===== config.mk =====
export PLATFORM = sky130hd
export DESIGN_NAME = m_watch_display_scan
export DESIGN_NICKNAME = d
export VERILOG_FILES = /design/src/rtl/m_watch_display_scan.sv
export SDC_FILE = /design/constraint.sdc
export NUM_CORES = 1
export LEC_CHECK = 0
export BUFFER_PORTS_ARGS = -buffer_cell sky130_fd_sc_hd__buf_2
export CAP_MARGIN = 20
export CORE_MARGIN = 2
export CORE_UTILIZATION = 59
export DETAILED_ROUTE_END_ITERATION = 10
export HOLD_SLACK_MARGIN = 0.05
export PLACE_DENSITY = 0.77
export SLEW_MARGIN = 20
export SYNTH_ARGS = -nofsm -noshare
export SYNTH_HDL_FRONTEND = slang
export SYNTH_SLANG_ARGS = --single-unit

===== constraint.sdc =====
create_clock -name clk -period 4 [get_ports clk]
set_clock_uncertainty 0.2 [all_clocks]
set_input_delay 0.6 -clock clk [delete_from_list [all_inputs] [get_ports clk]]
set_output_delay 0.6 -clock clk [all_outputs]
set_load 0.05 [all_outputs]

===== src/rtl/m_watch_display_scan.sv =====
// m_watch_display_scan
//   Scans the watch's BCD hour/min/sec onto a 6-digit multiplexed
//   common-anode 7-segment display. One digit is shown per slot, and each slot
//   begins with a one-clock blank gap to avoid ghosting. The time is
//   snapshotted once per frame, and only when two consecutive samples agree.
//   In set mode the hour and minute digits blink.
// Ports
//   clk        board clock
//   reset      asynchronous, active-high
//   hour/min/sec  BCD {tens,ones}, asynchronous to clk
//   mode       0 = display, 1 = set (blink hour/min); asynchronous
//   seg_n      segments {g,f,e,d,c,b,a}, active-low, registered
//   dp_n       decimal point, active-low, registered
//   dig_n      digit enables, active-low, bit i = slot i, registered
//   frame_tick one-clock pulse after the last slot of a frame
module m_watch_display_scan #(
   parameter int SCAN_DIV  = 50000,
   parameter int BLINK_DIV = 12500000,
   parameter bit LZ_BLANK  = 1'b1
) (
   input  logic       clk,
   input  logic       reset,
   input  logic [7:0] hour,
   input  logic [7:0] min,
   input  logic [7:0] sec,
   input  logic       mode,
   output logic [6:0] seg_n,
   output logic       dp_n,
   output logic [5:0] dig_n,
   output logic       frame_tick
);
   localparam int CW = (SCAN_DIV  > 1) ? $clog2(SCAN_DIV)  : 1;
   localparam int BW = (BLINK_DIV > 1) ? $clog2(BLINK_DIV) : 1;

   logic [CW-1:0] cnt;
   logic [2:0]    slot;
   logic [23:0]   samp, snap;
   logic          mode_s1, mode_s2, mode_q;
   logic [BW-1:0] bcnt;
   logic          blink_on;

   logic [23:0] live;
   logic        tick, frame_end, mode_rise, bwrap;
   assign live      = {hour, min, sec};
   assign tick      = (cnt == CW'(SCAN_DIV - 1));
   assign frame_end = tick && (slot == 3'd5);
   assign mode_rise = mode_s2 && !mode_q;
   assign bwrap     = (bcnt == BW'(BLINK_DIV - 1));

   function automatic logic [6:0] seg_dec(input logic [3:0] d);
      case (d)
         4'd0:    seg_dec = 7'b1000000;
         4'd1:    seg_dec = 7'b1111001;
         4'd2:    seg_dec = 7'b0100100;
         4'd3:    seg_dec = 7'b0110000;
         4'd4:    seg_dec = 7'b0011001;
         4'd5:    seg_dec = 7'b0010010;
         4'd6:    seg_dec = 7'b0000010;
         4'd7:    seg_dec = 7'b1111000;
         4'd8:    seg_dec = 7'b0000000;
         4'd9:    seg_dec = 7'b0010000;
         default: seg_dec = 7'b0111111;  // non-BCD shows a dash
      endcase
   endfunction

   // Slot prescaler and frame counter
   always_ff @(posedge clk or posedge reset) begin
      if (reset) begin
         cnt        <= '0;
         slot       <= 3'd0;
         frame_tick <= 1'b0;
      end else begin
         cnt        <= tick ? '0 : cnt + 1'b1;
         frame_tick <= frame_end;
         if (tick) slot <= (slot == 3'd5) ? 3'd0 : slot + 3'd1;
      end
   end

   // Tear-free snapshot: samp and the live inputs must agree at the frame
   // end, otherwise the watch was mid-update and we retry next frame.
   always_ff @(posedge clk or posedge reset) begin
      if (reset) begin
         samp <= '0;
         snap <= '0;
      end else begin
         samp <= live;
         if (frame_end && (samp == live)) snap <= samp;
      end
   end

   // mode synchronizer and blink timer
   always_ff @(posedge clk or posedge reset) begin
      if (reset) begin
         mode_s1  <= 1'b0;
         mode_s2  <= 1'b0;
         mode_q   <= 1'b0;
         bcnt     <= '0;
         blink_on <= 1'b1;
      end else begin
         mode_s1 <= mode;
         mode_s2 <= mode_s1;
         mode_q  <= mode_s2;
         if (mode_rise) begin
            // restart the blink phase so digits are lit on entering set mode
            bcnt     <= '0;
            blink_on <= 1'b1;
         end else begin
            bcnt <= bwrap ? '0 : bcnt + 1'b1;
            if (!mode_s2)   blink_on <= 1'b1;
            else if (bwrap) blink_on <= !blink_on;
         end
      end
   end

   // Next-output decode from the current cnt/slot
   logic [3:0] nib;
   logic       blank, enabled;
   logic [6:0] seg_d;
   logic [5:0] dig_d;
   logic       dp_d;

   always_comb begin
      nib = 4'd0;
      case (slot)
         3'd0:    nib = snap[3:0];
         3'd1:    nib = snap[7:4];
         3'd2:    nib = snap[11:8];
         3'd3:    nib = snap[15:12];
         3'd4:    nib = snap[19:16];
         3'd5:    nib = snap[23:20];
         default: nib = 4'd0;
      endcase
      blank = (LZ_BLANK && (slot == 3'd5) && (nib == 4'd0)) ||
              (mode_s2 && !blink_on && (slot >= 3'd2) && (slot <= 3'd5));
      enabled = (cnt != '0) && !blank;
      seg_d   = blank ? 7'h7F : seg_dec(nib);
      dig_d   = enabled ? ~(6'd1 << slot) : 6'h3F;
      dp_d    = !(enabled && !mode_s2 && ((slot == 3'd2) || (slot == 3'd4)));
   end

   always_ff @(posedge clk or posedge reset) begin
      if (reset) begin
         seg_n <= 7'h7F;
         dig_n <= 6'h3F;
         dp_n  <= 1'b1;
      end else begin
         seg_n <= seg_d;
         dig_n <= dig_d;
         dp_n  <= dp_d;
      end
   end
endmodule


==> results.md, run 1 <==
- Mapped Cells: 428
- Vias in the first global route: around 3100
- Status: complete, no violations
- Hold Vio Cnt, Final: 0
- Final worst-path cycle share: 80.7%
- Crit Path Category: flop to flop
- Initial antenna violation count: 0
- Die width: 96.5 µm
- Gr ovfl total: 0
- Pins Over Slew Limit: 0
- Multi-input logic area: around 2100 µm²
- Synthesized Nets: roughly 460
- DPL Wire Length: 6.51 mm
- Most frequent cells in the layout: dfrtp_1, nor2_1, buf_2
- Hold depth: 0
- #FFs+latches synth: 110
- Clk Latency, worst-skew pair: 0.37 ns
- Clock Pin Slew Worst Setup and Hold Paths: approximately 0.11 ns
- RePlAce Congestion: 0.900
- EDFF count, synth: 0
- Total Wirelength: 8.94 mm
- Crit. End Element: flop
- Resize count post-CTS: 0
- Final hold slack: 0.138 ns
- Top cells by area, synth: dfrtp_1, dfstp_2, xor2_1
- Die height: 96.5 µm
- Hold path endpoint: mode_s2
- Tightest Hold Check Type: flop to flop
- Drt first pass iters: 4
- Worst Tran Pin Value: 0.904 ns
- Buffers on Ports: between 40 and 50
- WP data required: 4.07 ns
- H-tree levels: 3
- Synth Cell Area: around 5000 µm²
- Setup tns final: 0 ns
- TritonCTS clock tree: yes
- Pwr Density: 352 nW/µm²
- Share of the synthesized area in the top cell type: 47.1%
- Post-layout util: 66.9%
- Drt drc: 0
- Tmin final: between 3 and 4 ns
- Routed length per instance: 15.4 µm
- Ys async rst share: 100%
- # Max-Cap Violations: 0
- Worst reg2reg path depth: 8
- CTS Buffer Depth: 2
- CORE AREA: 8260 µm²
- Static Leak: 2.52 nW
- # nets final: between 500 and 600
- DRT iter0 DRCs: approximately 170
- RSZ-0062 raised after global routing: no
- Synth area leader: dfrtp_1
- Initial Util: approximately 61%
- Maximum number of pins on one net before global-route repair: 69
- Clk root buf: clkbuf_8
- Reg2Reg Launch Point: slot[2]
- Syn_area_per_cell: 11.8 µm²
- Via density: 5.54
- Synth cell types: 52
- Total die area: 9320 µm²
- CTS sink cnt: 110
- Register area share after synthesis: about 55%
- Count of final setup violators: 0
- Num CTS Buffers: 9
- Via Count: about 3200
- GR Util All Layers: 21.4%
- Prevailing post-synth register cell: dfrtp_1
- Crit path launch type: flop
- Yosys warning total: 0
- Worst r2r dst: seg_n[3]
- CP arrival: 3.29 ns
- Hold Path Origin: mode_s1
- Antenna Nets Post-Route: 0
- # IOs: 42
- Commonest non-fill, non-tap cell in the layout: dfrtp_1
- Seq. cell area: approximately 2800 µm²
- R2r setup slk: 0.77 ns
- Layout area overhead: 9.46%
- Hold-fix buffers, CTS: 0
- First-pass GRT wire length: 15.2 mm
- Worst VDD drop: between 0.2 and 0.25 mV
- Antenna Cells: 0
- Fmax: 310 MHz
- Std cell rows: 33
- Share of cells above drive strength 1: 22.2%
- Critical Path Fanout Max: 10
- Slew margin rel.: between 30% and 40%
- Fillers: 670
- Setup bufs post-CTS: 0
-- how the worst max path moves through the flow --
| stage | depth (start not counted) | startpoint | to | slack (ns) |
|---|---|---|---|---|
| after CTS | 8 | slot[2] | seg_n[3] | 0.81 |
| after floorplan | 1 | reset | bcnt[0] | 0.32 |
| after detailed placement | 8 | slot[2] | seg_n[3] | 0.88 |
| after global placement | 8 | slot[2] | seg_n[2] | 1.05 |
| after global routing | 8 | slot[2] | seg_n[3] | 0.43 |
| final | 8 | slot[2] | seg_n[3] | 0.77 |
-- layout make-up --
cell class | count | area share, %
repair buffers | 43 | 4.21
well taps | 105 | 2.38
clock buffers | 11 | 2.56
flip-flops and latches | 110 | 50.1
multi-input cells | 289 | 38.4
clock inverters | 5 | 1.20
inverters | 16 | 1.13
-- worst max-delay path: stages, from the launching register on --
cell	delay, ns
dfrtp_1	0.54
clkinv_1	0.31
ha_1	0.35
a222oi_1	0.74
ha_1	0.30
o2111a_1	0.25
a2111o_1	0.15
o41ai_1	0.15
o31ai_1	0.14
-- power by group --
part / total [W] / switching [W] / internal, W
logic: 0.0000924 / 0.0000555 / 0.0000368
registers: 0.00117 / 0.0000253 / 0.00114
clock network: 0.000690 / 0.000375 / 0.000315
-- registers in the layout (all words and copies together) (netlist names) --
| register | count |
|---|---|
| frame_tick | 1 |
| mode_s1 | 1 |
| bcnt | 24 |
| blink_on | 1 |
| slot | 3 |
| cnt | 16 |
| samp | 24 |
| mode_s2 | 1 |
| seg_n | 7 |
| dig_n | 6 |
| dp_n | 1 |
| snap | 24 |
| mode_q | 1 |
-- routing by layer --
layer | GRT usage (%) | part of all wire [%]
met2 | 32.1 | 47
met3 | 4.58 | 4.8
met4 | 6.22 | 1.3
met1 | 31.7 | 47
met5 | 0 | 0
-- kinds of logic (layout without fill, tap and decap cells) --
logic type      after synthesis  count (layout)  synth area share [%]
buf+inv                      29              75                  3.10
compound gates               29              29                  3.94
xor+xnor                     61              61                  10.6
flops                       110             110                  54.9
fa+ha+maj                     9               9                  2.23
simple gates                154             154                  16.1
mux                          36              36                  9.17
-- cell usage after synthesis, types with 3 or more instances --
cell type,n
and3_1,4
nand2_1,29
mux2_1,5
nor2_1,48
nor4_1,11
dfstp_2,15
clkbuf_1,7
ha_1,9
mux2_2,5
inv_1,15
nand3_1,14
or3_1,4
mux2_4,18
a21oi_1,7
nor2b_1,3
mux2i_1,8
o21ai_0,7
xor2_1,36
nor3_1,10
dfrtp_1,95
xnor2_1,25
nand4_1,9
-- metrics by stage --
step           std cells  area [µm²]  worst slack [ns]  total power [W]
5_1_grt              579        5530             0.427          0.00203
2_1_floorplan        428        5050             0.323          0.00124
4_1_cts              579        5530             0.813          0.00197
6_report             579        5530             0.772          0.00195
3_3_place_gp         563        5320              1.05          0.00128
3_5_place_dp         563        5320             0.884          0.00128
Note: power is estimated with default switching activity, not from simulation.
==> run 2, diff against run 1 <==
==> constraint.sdc (replaced) <==
create_clock -name clk -period 3.1 [get_ports clk]
set_clock_uncertainty 0.2 [all_clocks]
set_input_delay 0.465 -clock clk [delete_from_list [all_inputs] [get_ports clk]]
set_output_delay 0.465 -clock clk [all_outputs]
set_load 0.05 [all_outputs]
==> run 2 against run 1 <==
Wire length up 3.8%. Die area unchanged. Via count up 2.8%. Critical path type is now input pin to flop.
==> results.md, run 2 (synthesis results as in run 1) <==
- Slew margin rel.: 49.9%
- Hold Path Origin: mode_s1
- Most frequent cells in the layout: dfrtp_1, nor2_1, buf_2
- Hold path endpoint: mode_s2
- R2r setup slk: 0.38 ns
- Post-layout util: 70.7%
- Die width: 96.5 µm
- # nets final: 540
- Crit. End Element: flop
- DPL Wire Length: approximately 6.3 mm
- Hold Vio Cnt, Final: 0
- Maximum number of pins on one net before global-route repair: 54
- H-tree levels: 3
- First-pass GRT wire length: 16.1 mm
- RePlAce Congestion: 0.873
- CP arrival: 2.96 ns
- # IOs: 42
- Total Wirelength: 9.28 mm
- Setup tns final: 0 ns
- Gr ovfl total: 0
- Critical Path Fanout Max: 24
- Clk root buf: clkbuf_8
- Setup bufs post-CTS: 0
- # Max-Cap Violations: 0
- Share of cells above drive strength 1: a little under a quarter
- Layout area overhead: 15.7%
- Std cell rows: 33
- Fmax: around 340 MHz
- TritonCTS clock tree: yes
- CORE AREA: 8260 µm²
- GR Util All Layers: 22.8%
- Crit path launch type: input pin
- Drt drc: 0
- Non-filler cells, final: 614
- Total die area: 9320 µm²
- Drt first pass iters: 5
- Clock Pin Slew Worst Setup and Hold Paths: 0.10 ns
- Final worst-path cycle share: 93.6%
- Worst reg2reg path depth: 8
- Worst VDD drop: 0.328 mV
- Commonest non-fill, non-tap cell in the layout: dfrtp_1
- Antenna Nets Post-Route: 0
- RSZ-0062 raised after global routing: no
- Routed length per instance: ~15 µm
- Via density: ~5.4
- Die height: 96.5 µm
- Pwr Density: 425 nW/µm²
- Initial antenna violation count: 0
- Via Count: 3296
- Hold-fix buffers, CTS: 26
- Tmin final: 2.90 ns
- Resize count post-CTS: 0
- Static Leak: 2.66 nW
- Count of final setup violators: 0
- Reg2Reg Launch Point: slot[0]
- Antenna Cells: 0
- Tightest Hold Check Type: flop to flop
- Pwr Total: 0.00248 W
- Buffers on Ports: 41
- Placed cells: 572
- Pins Over Slew Limit: 0
- CTS sink cnt: 110
- Hold depth: 0
- WP data required: 3.16 ns
- Num CTS Buffers: 9
- Vias in the first global route: about 3200
- CTS Buffer Depth: 2
- Status: complete, no violations
- Initial Util: 61.2%
- Crit Path Category: input pin to flop
- DRT iter0 DRCs: 191
- Largest registers: bcnt x24, samp x24, snap x24
- Worst r2r dst: seg_n[2]
- Clk Latency, worst-skew pair: 0.38 ns
- Worst Tran Pin Value: 0.742 ns
run 2: power breakdown:
part / switching [W] / internal [W]
Sequential: 0.0000336 / 0.00147
Combinational: 0.0000763 / 0.0000708
Clock: 0.000501 / 0.000328
run 2: worst max path at each step:
| stage | startpoint | endpoint | slack, ns |
|---|---|---|---|
| 2_1_floorplan | slot[1] | seg_n[5] | 0.31 |
| 3_3_place_gp | sec[6] | snap[20] | 0.42 |
| 3_5_place_dp | cnt[11] | snap[20] | 0.39 |
| 4_1_cts | sec[6] | snap[20] | 0.24 |
| 5_1_grt | sec[6] | snap[20] | 0.11 |
| 6_report | sec[6] | snap[20] | 0.20 |
run 2: layout make-up:
| type | count | area (µm²) |
|---|---|---|
| multi-input cells | 289 | 2120 |
| flip-flops and latches | 110 | 2770 |
| fillers | 582 | 2420 |
| clock buffers | 10 | 138 |
| well taps | 105 | 131 |
| inverters | 16 | 63.8 |
| clock inverters | 6 | 55.1 |
| repair buffers | 78 | 561 |
run 2: per-stage QoR:
stage	instance area (µm²)	setup WS [ns]	hold WS [ns]
2_1_floorplan	5050	0.314	0.131
3_3_place_gp	5390	0.420	0.139
3_5_place_dp	5390	0.387	0.136
4_1_cts	5840	0.238	0.158
5_1_grt	5840	0.114	0.174
6_report	5840	0.199	0.156
run 2: routing by layer:
metal,vias to the layer above,share of wire (%),track usage (%)
met5,-,0,0
met4,0,1.4,7.98
met3,12,2.8,3.80
met2,57,46,34.1
met1,1611,50,34.2
li1,1616,-,-
run 2: worst max-delay path, stage by stage:
cell and delay (ns):
dlygate4sd3_1 0.53, buf_2 0.13, xor2_1 0.15, nor4_1 0.45
nand4_1 0.33, nor2_8 0.52, mux2_2 0.39
==> run 3, diff against run 2 <==
--- a/config.mk
+++ b/config.mk
@@ -8,10 +8,10 @@
 export BUFFER_PORTS_ARGS = -buffer_cell sky130_fd_sc_hd__buf_2
 export CAP_MARGIN = 20
 export CORE_MARGIN = 2
-export CORE_UTILIZATION = 59
+export CORE_UTILIZATION = 36
 export DETAILED_ROUTE_END_ITERATION = 10
 export HOLD_SLACK_MARGIN = 0.05
-export PLACE_DENSITY = 0.77
+export PLACE_DENSITY = 0.51
 export SLEW_MARGIN = 20
 export SYNTH_ARGS = -nofsm -noshare
 export SYNTH_HDL_FRONTEND = slang
==> run 3 against run 2 <==
Maximum frequency decreased by 2.6%. Non-clock buffer count increased by 2. Final cell count increased by 13%. Via count decreased by 1.0%. Critical path type unchanged.
==> results.md, run 3 (synthesis results as in run 1) <==
- GR Util All Layers: between 10% and 20%
- CTS sink cnt: 110
- Largest registers: bcnt x24, samp x24, snap x24
- Slew margin rel.: approximately three fifths
- Gr ovfl total: 0
- First-pass GRT wire length: between 15 and 20 mm
- Hold Vio Cnt, Final: 0
- Clk Latency, worst-skew pair: 0.35 ns
- Total die area: ~15000 µm²
- TritonCTS clock tree: yes
- CORE AREA: 13800 µm²
- Via density: 4.72
- Buffers on Ports: 41
- Total Wirelength: approximately 9.9 mm
- Non-filler cells, final: slightly below 700
- Critical Path Fanout Max: 16
- Die width: 122 µm
- Drt first pass iters: 4
- Pwr Density: 454 nW/µm²
- # nets final: ~540
- Std cell rows: 43
- Worst VDD drop: 0.242 mV
- Final worst-path cycle share: a little over nine tenths
- Vias in the first global route: between 3000 and 4000
- Buffers and inverters on the worst path: 3
- Commonest non-fill, non-tap cell in the layout: dfrtp_1
- Hold depth: 0
- WP data required: 3.13 ns
- Static Leak: 2.72 nW
- # Max-Cap Violations: 0
- Die height: 122 µm
- R2r setup slk: 0.29 ns
- Clk root buf: clkbuf_16
- Num CTS Buffers: 9
- Count of final setup violators: 0
- Most frequent cells in the layout: dfrtp_1, nor2_1, buf_2
- Fmax: 336 MHz
- RSZ-0062 raised after global routing: no
- Hold path endpoint: mode_s2
- CP arrival: 3.01 ns
- Antenna Cells: 0
- Initial antenna violation count: 0
- Crit path launch type: input pin
- Critical-path top delay cell: dlygate4sd3_1
- Reg2Reg Launch Point: slot[1]
- CTS Buffer Depth: 2
- Maximum number of pins on one net before global-route repair: 63
- RePlAce Congestion: between 0.8 and 0.9
- Status: complete, no violations
- Initial Util: a little over a third
- Delay-heaviest family, CP: simple AND/OR/NAND/NOR gates
- DRT iter0 DRCs: 123
- Tightest Hold Check Type: flop to flop
- Max incr delay on CP: 0.54 ns
- Setup tns final: 0 ns
- CP cell instances: dlygate4sd3_1 > buf_2 > xor2_1 > nor4_1 > nand4_1 > nor2_8 > buf_12 > mux2_1
- Worst Tran Pin Value: 0.608 ns
- Layout area overhead: 19.9%
- Hold Path Origin: mode_s1
- Setup bufs post-CTS: 0
- Worst reg2reg path depth: 11
- Share of cells above drive strength 1: 22.9%
- # IOs: 42
- Drt drc: 0
- Via Count: 3263
- Worst r2r dst: seg_n[5]
- Routed length per instance: 14.3 µm
- Pins Over Slew Limit: 0
- DPL Wire Length: a little over 7 mm
- H-tree levels: 3
- Clock Pin Slew Worst Setup and Hold Paths: 0.07 ns
- Tmin final: approximately 3.0 ns
- Placed cells: approximately 650
- Crit. End Element: flop
- Antenna Nets Post-Route: 0
- Crit Path Category: input pin to flop
-- run 3: repair_timing --
action                                 in CTS  in global routing
endpoints found under the hold margin      43                  0
hold buffers                               26                  0
gates resized for setup                     0                  0
-- run 3: layer usage --
| layer | vias up | global-route usage (%) | wire length, µm |
|---|---|---|---|
| met5 | - | 0 | 0 |
| met4 | 0 | 4.38 | 139 |
| met3 | 9 | 3.62 | 330 |
| met2 | 56 | 21.2 | 4440 |
| met1 | 1581 | 20.6 | 4990 |
| li1 | 1617 | - | - |
-- run 3: power by group --
part           internal (W)  total [W]  switching [W]
combinational     0.0000705   0.000148      0.0000773
sequential          0.00147    0.00150      0.0000335
clock              0.000572    0.00110       0.000525
-- run 3: how the worst max path moves through the flow --
| stage | endpoint | slack (ns) | from | cells past startpoint |
|---|---|---|---|---|
| 2_1_floorplan | seg_n[5] | 0.31 | slot[1] | 12 |
| 3_3_place_gp | snap[22] | 0.34 | sec[6] | 7 |
| 3_5_place_dp | snap[2] | 0.30 | sec[6] | 7 |
| 4_1_cts | snap[2] | 0.11 | sec[6] | 8 |
| 5_1_grt | seg_n[3] | 0.04 | slot[1] | 11 |
| 6_report | snap[2] | 0.12 | sec[6] | 8 |
-- run 3: per-stage QoR --
step	setup WS (ns)	cell area [µm²]	utilization [%]	hold WS [ns]	power, W
global placement	0.340	5510	40.0	0.140	0.00166
finish	0.122	6050	43.9	0.158	0.00275
CTS	0.109	6050	43.9	0.161	0.00280
floorplan	0.314	5050	-	0.131	0.00160
global route	0.0393	6050	43.9	0.165	0.00289
detailed placement	0.302	5510	40.0	0.139	0.00166
-- run 3: cell type report --
type	count	area, µm²
timing repair buffer	80	588
tap	180	225
multi-input combinational	289	2120
sequential	110	2770
clock buffer	10	239
fill	1340	7720
clock inverter	6	43.8
inverter	16	63.8
